<file path="src/rtl/qch_pkg.sv">
// Shared types for the Q-channel power sequencer: FSM state encoding and
// the per-channel handshake status decode.
package qch_pkg;

    typedef enum logic [3:0] {
        ST_RUN     = 4'd0,
        ST_REQ     = 4'd1,
        ST_ABORT   = 4'd2,
        ST_ISO     = 4'd3,
        ST_SAVE    = 4'd4,
        ST_OFF     = 4'd5,
        ST_PWRUP   = 4'd6,
        ST_RESTORE = 4'd7,
        ST_EXIT    = 4'd8
    } state_e;

    typedef struct packed {
        logic run;
        logic acc;
        logic den;
    } ch_status_t;

    function automatic ch_status_t ch_status(input logic qacceptn, input logic qdeny);
        ch_status_t s;
        s.run = qacceptn & ~qdeny;
        s.acc = ~qacceptn & ~qdeny;
        s.den = qdeny;
        return s;
    endfunction

    function automatic int unsigned max3(input int unsigned a, input int unsigned b,
                                         input int unsigned c);
        int unsigned m;
        m = (a > b) ? a : b;
        return (m > c) ? m : c;
    endfunction

endpackage

</file>
<file path="src/rtl/qch_chan.sv">
// One Q-channel request flop. qreqn may only fall while the device is in
// RUN and may only rise once the device has resolved (qacceptn == qdeny).
module qch_chan
    import qch_pkg::*;
(
    input  logic       clk,
    input  logic       resetn,
    input  logic       lower_i,
    input  logic       raise_i,
    input  logic       qacceptn_i,
    input  logic       qdeny_i,
    output logic       qreqn_o,
    output ch_status_t status_o
);

    logic qreqn_q, qreqn_d;

    always_comb begin
        status_o = ch_status(qacceptn_i, qdeny_i);
        qreqn_d  = qreqn_q;
        if (lower_i && status_o.run)
            qreqn_d = 1'b0;
        else if (raise_i && (qacceptn_i == qdeny_i))
            qreqn_d = 1'b1;
    end

    always_ff @(posedge clk or negedge resetn) begin
        if (!resetn) qreqn_q <= 1'b1;
        else         qreqn_q <= qreqn_d;
    end

    assign qreqn_o = qreqn_q;

endmodule

</file>
<file path="src/rtl/qch_pwr_ctrl.sv">
// Controller-side Q-channel power sequencer: quiesces NUM_CH devices, then
// isolates, saves and powers off the domain; wake reverses the sequence.
module qch_pwr_ctrl
    import qch_pkg::*;
#(
    parameter int NUM_CH       = 4,
    parameter int SAVE_CYCLES  = 2,
    parameter int PWRUP_CYCLES = 8,
    parameter int TIMEOUT      = 1024,
    parameter int CNT_W        = $clog2(max3(SAVE_CYCLES, PWRUP_CYCLES, TIMEOUT) + 1)
) (
    input  logic              clk,
    input  logic              resetn,
    input  logic [NUM_CH-1:0] ch_en,
    input  logic              pm_sleep_req,
    input  logic              pm_wake_req,
    output logic [NUM_CH-1:0] qreqn,
    input  logic [NUM_CH-1:0] qacceptn,
    input  logic [NUM_CH-1:0] qdeny,
    output logic              iso_en,
    output logic              pwr_en,
    output logic              pr_save,
    output logic              pr_restore,
    output logic [3:0]        pm_state,
    output logic              pm_done,
    output logic              pm_denied,
    output logic              timeout_err
);

    localparam logic [CNT_W-1:0] TO_LAST    = CNT_W'((TIMEOUT == 0) ? 0 : TIMEOUT - 1);
    localparam logic [CNT_W-1:0] SAVE_LAST  = CNT_W'(SAVE_CYCLES - 1);
    localparam logic [CNT_W-1:0] PWRUP_LAST = CNT_W'(PWRUP_CYCLES - 1);

    state_e             state_q, state_d;
    logic [CNT_W-1:0]   cnt_q, cnt_d;
    logic [NUM_CH-1:0]  en_q, en_d;
    logic [NUM_CH-1:0]  run_v, acc_v, den_v, qreqn_v;
    logic               go, raise_req, tout_set;
    logic               iso_q, pwr_q, save_q, restore_q, done_q, denied_q, tout_q;
    logic               sleep_ok, all_acc, all_run, any_den;

    for (genvar i = 0; i < NUM_CH; i++) begin : g_ch
        ch_status_t st;
        qch_chan u_chan (
            .clk        (clk),
            .resetn     (resetn),
            .lower_i    (go & ch_en[i]),
            .raise_i    (raise_req & en_q[i]),
            .qacceptn_i (qacceptn[i]),
            .qdeny_i    (qdeny[i]),
            .qreqn_o    (qreqn_v[i]),
            .status_o   (st)
        );
        assign run_v[i] = st.run;
        assign acc_v[i] = st.acc;
        assign den_v[i] = st.den;
    end

    // Disabled channels count as satisfied in every "all" test.
    assign sleep_ok = &(run_v | ~ch_en);
    assign all_acc  = &(acc_v | ~en_q);
    assign all_run  = &(run_v | ~en_q);
    assign any_den  = |(den_v & en_q);

    always_comb begin
        state_d  = state_q;
        en_d     = en_q;
        go       = 1'b0;
        tout_set = 1'b0;
        case (state_q)
            ST_RUN: if (pm_sleep_req && sleep_ok) begin
                go      = 1'b1;
                en_d    = ch_en;
                state_d = ST_REQ;
            end
            ST_REQ: begin
                if (all_acc)
                    state_d = ST_ISO;
                else if (any_den)
                    state_d = ST_ABORT;
                else if ((TIMEOUT != 0) && (cnt_q == TO_LAST)) begin
                    state_d  = ST_ABORT;
                    tout_set = 1'b1;
                end
            end
            ST_ABORT:   if (all_run && (&qreqn_v)) state_d = ST_RUN;
            ST_ISO:     state_d = ST_SAVE;
            ST_SAVE:    if (cnt_q == SAVE_LAST) state_d = ST_OFF;
            ST_OFF:     if (pm_wake_req) state_d = ST_PWRUP;
            ST_PWRUP:   if (cnt_q == PWRUP_LAST) state_d = ST_RESTORE;
            ST_RESTORE: state_d = ST_EXIT;
            ST_EXIT:    if (all_run) state_d = ST_RUN;
            default:    state_d = ST_RUN;
        endcase
        cnt_d     = (state_d != state_q) ? '0 : cnt_q + 1'b1;
        // Channels keep trying to rise until each one resolves.
        raise_req = (state_d == ST_ABORT) || (state_d == ST_EXIT);
    end

    always_ff @(posedge clk or negedge resetn) begin
        if (!resetn) begin
            state_q   <= ST_RUN;
            cnt_q     <= '0;
            en_q      <= '0;
            iso_q     <= 1'b0;
            pwr_q     <= 1'b1;
            save_q    <= 1'b0;
            restore_q <= 1'b0;
            done_q    <= 1'b0;
            denied_q  <= 1'b0;
            tout_q    <= 1'b0;
        end else begin
            state_q   <= state_d;
            cnt_q     <= cnt_d;
            en_q      <= en_d;
            iso_q     <= (state_d == ST_ISO) || (state_d == ST_SAVE) || (state_d == ST_OFF) ||
                         (state_d == ST_PWRUP) || (state_d == ST_RESTORE);
            pwr_q     <= (state_d != ST_OFF);
            save_q    <= (state_d == ST_SAVE);
            restore_q <= (state_d == ST_RESTORE);
            done_q    <= ((state_d == ST_OFF) && (state_q != ST_OFF)) ||
                         ((state_q == ST_EXIT) && (state_d == ST_RUN));
            denied_q  <= (state_q == ST_ABORT) && (state_d == ST_RUN);
            tout_q    <= tout_q | tout_set;
        end
    end

    assign qreqn       = qreqn_v;
    assign iso_en      = iso_q;
    assign pwr_en      = pwr_q;
    assign pr_save     = save_q;
    assign pr_restore  = restore_q;
    assign pm_state    = state_q;
    assign pm_done     = done_q;
    assign pm_denied   = denied_q;
    assign timeout_err = tout_q;

endmodule

</file>
<file path="config.mk">
export PLATFORM = sky130hd
export DESIGN_NAME = qch_pwr_ctrl
export DESIGN_NICKNAME = d
export VERILOG_FILES = /design/src/rtl/qch_pkg.sv /design/src/rtl/qch_chan.sv /design/src/rtl/qch_pwr_ctrl.sv
export SDC_FILE = /design/constraint.sdc
export NUM_CORES = 1
export LEC_CHECK = 0
export CAP_MARGIN = 20
export CORE_ASPECT_RATIO = 1.75
export CORE_UTILIZATION = 55
export CTS_CLUSTER_SIZE = 28
export DETAILED_ROUTE_END_ITERATION = 16
export GPL_TIMING_DRIVEN = 0
export MAX_ROUTING_LAYER = met4
export PLACE_DENSITY = 0.9
export RECOVER_POWER = 50
export SLEW_MARGIN = 20
export SYNTH_ARGS = -nofsm -noshare
export SYNTH_HDL_FRONTEND = slang
export SYNTH_HIERARCHICAL = 1
export SYNTH_SLANG_ARGS = --single-unit
export TNS_END_PERCENT = 1
</file>
<file path="constraint.sdc">
create_clock -name clk -period 5.8 [get_ports clk]
set_input_delay 0.58 -clock clk [delete_from_list [all_inputs] [get_ports clk]]
set_output_delay 0.58 -clock clk [all_outputs]
set_load 0.1 [all_outputs]
</file>
==> impl_metrics.yaml, run 1 <==
cts:
  cts_sinks: 30
  clock_latency_ns: 0.29
  root_buffer: "clkbuf_8"
  postCtsSetupBuffers: 0
  cts_resized: 0
  htreeDepth: 2
  numCtsBuffers: 5
  cts_tree: "yes"
  hold_buffers: 0
  cts_max_path_buffers: 2
  clk_pin_slew_worst_paths_ns: 0.06
detailed_routing:
  avgViaCountPerCell: 5.642
  post_drt_wl_per_cell_um: 15.54
  drtPass1Iterations: 4
  route.detailed.drc: 0
  vias: 1529
  wl_um: 4210
  drtIter0Drc: 23
  antenna_left: 0
worst_setup_path:
  worstReg2RegEnd: "g_ch[3].u_chan/qreqn_o"
  cp.arrival_ns: 3.23
  cp-start-kind: "input port"
  crit_path_end_kind: "register"
  reg2reg_from: "pm_state[0]"
  crit_type: "input port to register"
  r2r_slack_ns: 3.16
  critPathRequiredTime_ns: 6.02
  crit_fanout: 10
  reg2regPathDepth: 9
min_path:
  whs_endpoint: "timeout_err"
  timing.hold.worst_path_depth: 1
  min_path_type: "register to register"
  hold_start: "timeout_err"
power:
  powerDensity_nw_per_um2: 503.2
  p_sw_share_pct: 51.66
  p_switching_uw: 619.3
  p_seq_share_pct: 28.9
  combPwrFrac_pct: 57.8
  p_leak_uw: 0.001049
  max-vdd-ir-drop_mv: 0.5244
  p_int_uw: 579.5
  pwr-share-clk_pct: 13.3
yosys:
  seq_area_frac_synth_pct: 38.66
  synth_flop_cell: "dfrtp_1"
  synth_seq_cells: 30
  synth-edff-count: 0
  syn-num-nets: 214
  ys_types: 50
  syn_avg_cell_area_um2: 10.42
  yosysWarnings: 6
  synth_cells: 188
  async_flop_share_pct: 100.0
  synthesis.area_um2: 1958
layout:
  drive_gt1_share_pct: 19.03
  layout_common_cells: "clkdlybuf4s50_1 (26), dfrtp_1 (25), inv_1 (17)"
  final_net_count: 251
  antenna_cells_inserted: 0
  final_util_pct: 70.10
  instances_no_fill: 271
  synthToLayoutAreaGrowth_pct: 21.66
  final_common_cell: "clkdlybuf4s50_1"
  fill_cells: 261
timing:
  rsz0062_at_grt: "no"
  relSlewSlack_pct: -5.891
  finalSetupTns_ns: 0
  setup_slack_ns: 2.791
  finalMaxSlewViolations: 31
  fin_worst_skew_ns: 0.008221
  tightest_slew_ns: 1.588
  setup_viol: 0
  fin_crit_sh_pct: 51.87
  max_freq_mhz: 332.4
  min_period_ns: 3.009
  fin_hold_ws_ns: 0.4923
  final-hold-violation-count: 0
outcome:
  violations: "max-capacitance violations, max-slew violations"
  status: "finished, violations left"
place:
  dpl.hpwl_um: 3250
  io_buffers: 30
  place_inst: 263
  gp_congestion: 0.8693
  pre_cts_ws_ns: 2.693
floorplanning:
  start_util_pct: 57.62
  fp.coreArea_um2: 3398
  die_area_um2: 3812
  die_h_um: 80.93
  pin_count: 31
  rows: 28
  die-width_um: 47.11
global_routing:
  grt_pass1_vias: 1521
  grt_usage_pct: 24.90
  antenna_found_initial: 0
  grt_max_degree: 31
  grt_pass1_wl_um: 6679
  globalRoute.totalOverflow: 0
run:
  drv_cap: 1
flip-flops by register name (all words and copies together) (netlist names):
register / count
cnt_q: 11
en_q: 4
g_ch.u_chan/qreqn_o: 4
pm_state: 4
iso_en: 1
pm_denied: 1
pm_done: 1
pr_restore: 1
pr_save: 1
pwr_en: 1
timeout_err: 1
power groups by stage:
stage                     logic [µW]  clock network [µW]  registers (µW)
after global routing             731                 174             354
final                            693                 159             347
after detailed placement         704                   0             349
after CTS                        707                 163             346
after global placement           694                   0             346
after floorplan                  301                   0             590
cell usage after synthesis, drive strengths merged (4+ instances only):
library cell  count  share of area [%]
nor3b             4                1.5
nand2b            6                1.9
a2bb2oi           4                3.1
xor2              7                3.1
nor3              4                1.6
dfstp             5                6.7
buf              10                3.8
dfrtp            25                 32
and2              4                1.3
nand4             5                1.6
a211oi           12                7.2
o41ai             4                1.8
and3              8                2.6
ha               10                6.4
inv              17                3.3
nand2            12                2.3
nor2b             7                2.2
critical path, cell delays in order:
cell,delay (ns)
dlygate4sd3_1,0.57
inv_1,0.07
ha_1,0.24
nand2b_1,0.16
o2111ai_1,0.17
o21a_1,0.21
and3b_1,0.19
clkbuf_1,0.22
o41ai_1,0.45
nor2b_1,0.23
a2bb2oi_2,0.14
how the worst max path moves through the flow:
| stage | start | endpoint | slack [ns] | cells past startpoint |
|---|---|---|---|---|
| 6_report | qdeny[0] | g_ch[3].u_chan/qreqn_o | 2.79 | 11 |
| 3_3_place_gp | qdeny[3] | g_ch[3].u_chan/qreqn_o | 2.74 | 10 |
| 2_1_floorplan | pm_state[0] | g_ch[1].u_chan/qreqn_o | 3.01 | 9 |
| 4_1_cts | qdeny[3] | g_ch[3].u_chan/qreqn_o | 2.96 | 10 |
| 5_1_grt | qdeny[0] | g_ch[2].u_chan/qreqn_o | 2.65 | 11 |
| 3_5_place_dp | qdeny[3] | g_ch[3].u_chan/qreqn_o | 2.69 | 10 |
per-stage QoR:
step | total power (µW) | area, µm²
6_report | 1199 | 2382
5_1_grt | 1259 | 2382
4_1_cts | 1216 | 2392
3_5_place_dp | 1053 | 2310
3_3_place_gp | 1040 | 2315
2_1_floorplan | 890.5 | 1958
cells by family (layout without fill, tap and decap cells):
family / count (synthesis) / in the layout / synth area share, %
and+or+nand+nor: 64 / 64 / 20.19
muxes: 3 / 3 / 1.725
AOI/OAI and AO/OA: 42 / 42 / 21.34
DFF: 30 / 30 / 38.66
buffers and inverters: 30 / 68 / 7.668
adders and majority gates: 10 / 10 / 6.390
xor gates and xnor gates: 9 / 9 / 4.026
routing by layer:
layer / global-route usage, % / part of all wire, % / vias to the layer above
met5: - / 0 / -
met4: 9.429 / 1.8 / 0
met3: 4.889 / 1.9 / 8
met2: 44.17 / 58 / 26
met1: 25.68 / 38 / 744
li1: - / - / 751
area by class of cell:
type	instances	area (µm²)	share of cell area [%]
multi-input combinational	128	1051	44.12
clock inverter	2	10.01	0.4202
inverter	18	68.82	2.889
sequential	30	757.0	31.78
clock buffer	6	72.57	3.046
timing repair buffer	30	294.0	12.34
tap	45	56.30	2.363
buffer	12	72.57	3.046
Power figures use the tool's default switching activity.
==> inputs of run 2 (changes only) <==
CORE_UTILIZATION = 48   (was 55)
PLACE_DENSITY = 0.83   (was 0.9)
clock period = 2.75 ns   (was 5.8 ns; I/O delays follow)
==> impl_metrics.yaml, run 2 (synthesized netlist as in run 1, its figures left out) <==
cts:
  postCtsSetupBuffers: 0
  root_buffer: "clkbuf_8"
  htreeDepth: 2
  cts_max_path_buffers: 2
  clock_latency_ns: 0.28
  hold_buffers: 0
  cts_resized: 0
  cts_tree: "yes"
  numCtsBuffers: 5
  clk_pin_slew_worst_paths_ns: 0.07
  cts_sinks: 30
global_routing:
  grt_pass1_vias: 1662
  met2_usage_pct: 43.15
  globalRoute.totalOverflow: 0
  use_met3_pct: 3.860
  antenna_found_initial: 0
  grt_max_degree: 31
  top_usage_layer: "met2"
  grtUsageMet1_pct: 23.35
  grt_pass1_wl_um: 7479
  grt_usage_pct: 23.48
power:
  combPwrFrac_pct: 57.3
  p_seq_share_pct: 28.4
  p_int_uw: 1260
  p_leak_uw: 0.001058
  powerDensity_nw_per_um2: 1072
  p_sw_share_pct: 51.19
  max-vdd-ir-drop_mv: 0.9958
  pwr-share-clk_pct: 14.4
  p_switching_uw: 1321
worst_setup_path:
  r2r_slack_ns: 0.25
  crit_type: "input port to register"
  cp_slowest_stage_delay_ns: 0.48
  critPathRequiredTime_ns: 2.97
  crit_path_end_kind: "register"
  path_cells: "clkdlybuf4s50_1, inv_1, ha_1, o2111ai_1, o21a_1, and3b_1, buf_6, o41ai_1, nor2b_1, a2bb2oi_2"
  cp.arrival_ns: 2.80
  cpLargestDelayFamily: "compound AO/OA/AOI/OAI gates"
  crit_buf_inv: 3
  cp-start-kind: "input port"
  cp_slowest_cell: "clkdlybuf4s50_1"
  crit_fanout: 10
detailed_routing:
  route.detailed.drc: 0
  wl_um: 4321
  drtPass1Iterations: 5
  avgViaCountPerCell: 5.774
  antenna_left: 0
  vias: 1582
  drtIter0Drc: 37
  post_drt_wl_per_cell_um: 15.77
place:
  postPlaceCellArea_um2: 2315
  gp_congestion: 0.8325
  dpl.hpwl_um: 3367
  place_inst: 266
  io_buffers: 30
layout:
  final_common_cell: "clkdlybuf4s50_1"
  final_net_count: 251
  instances_no_fill: 274
  fill_cells: 359
  largest_register_ffs: 11
  final_area_um2: 2407
  layout_common_cells: "clkdlybuf4s50_1 (25), dfrtp_1 (24), inv_1 (17)"
  antenna_cells_inserted: 0
  synthToLayoutAreaGrowth_pct: 22.94
  drive_gt1_share_pct: 20.35
  top_register: "cnt_q"
  final_util_pct: 61.67
timing:
  setup_viol: 0
  relSlewSlack_pct: -8.171
  tightest_slew_ns: 1.623
  min_period_ns: 2.585
  finalMaxSlewViolations: 31
  max_freq_mhz: 386.9
  fin_crit_sh_pct: 93.98
  final-hold-violation-count: 0
  fin_worst_skew_ns: 0.002677
  rsz0062_at_grt: "no"
  fin_hold_ws_ns: 0.3967
floorplanning:
  fp.coreArea_um2: 3904
  rows: 30
  die_area_um2: 4349
  die-width_um: 50.28
  start_util_pct: 50.16
  die_h_um: 86.49
  pin_count: 31
outcome:
  status: "finished, violations left"
  violations: "max-capacitance violations, max-slew violations"
min_path:
  min_path_type: "input port to async pin"
run:
  drv_cap: 1
[run 2: changes by cell type in the layout (fill, tap and decap cells not counted), sizes merged]
cell,previous run,this run
clkdlybuf4s50,26,25
buf,8,9
clkinvlp,0,1
clkbuf,11,10
dlygate4sd3,3,4
clkinv,3,2
[run 2: per-layer routing]
| layer | routed length (µm) | vias up |
|---|---|---|
| li1 | - | 758 |
| met1 | 1575 | 770 |
| met2 | 2476 | 37 |
| met3 | 104 | 17 |
| met4 | 165 | 0 |
| met5 | 0 | - |
[run 2: worst register-to-register path, stage by stage (launching register included)]
cell and delay, ns:
dfrtp_1 0.40, ha_1 0.24, and4_1 0.29, and4_1 0.31, o31ai_2 0.09, and3b_1 0.21
buf_6 0.15, o41ai_1 0.36, nor2b_1 0.22, a2bb2oi_2 0.15
[run 2: power groups by stage]
stage                     Sequential (µW)  Combinational, µW  Clock (µW)
after floorplan                      1240                634           0
after CTS                             732               1490         381
final                                 732               1480         371
after global routing                  750               1570         395
after detailed placement              739               1480           0
after global placement                736               1480           0
[run 2: worst paths after layout]
check,startpoint,end,cells after the start
worst max-delay path,qdeny[3],g_ch[3].u_chan/qreqn_o,10
worst min-delay path,resetn,cnt_q[0],1
min in group clk,cnt_q[0],cnt_q[0],1
max in group asynchronous,resetn,pm_state[0],1
worst min register to register,cnt_q[0],cnt_q[0],1
worst max register to register,cnt_q[0],g_ch[3].u_chan/qreqn_o,9
[run 2: metrics by stage]
stage,TNS [ns],power (µW),worst slack [ns]
CTS,0,2607,0.1825
floorplan,0,1879,0.09342
global route,0,2717,0.01318
finish,0,2581,0.1655
detailed placement,-0.3889,2222,-0.07799
global placement,-0.06662,2213,-0.06662
[run 2: area by class of cell]
class | instances | area (µm²) | area share, %
inverters | 18 | 68.82 | 2.859
well taps | 48 | 60.06 | 2.495
multi-input cells | 128 | 1051 | 43.66
clock inverters | 2 | 12.51 | 0.5198
flip-flops and latches | 30 | 758.2 | 31.50
plain buffers | 12 | 80.08 | 3.326
clock buffers | 6 | 82.58 | 3.430
repair buffers | 30 | 294.0 | 12.21
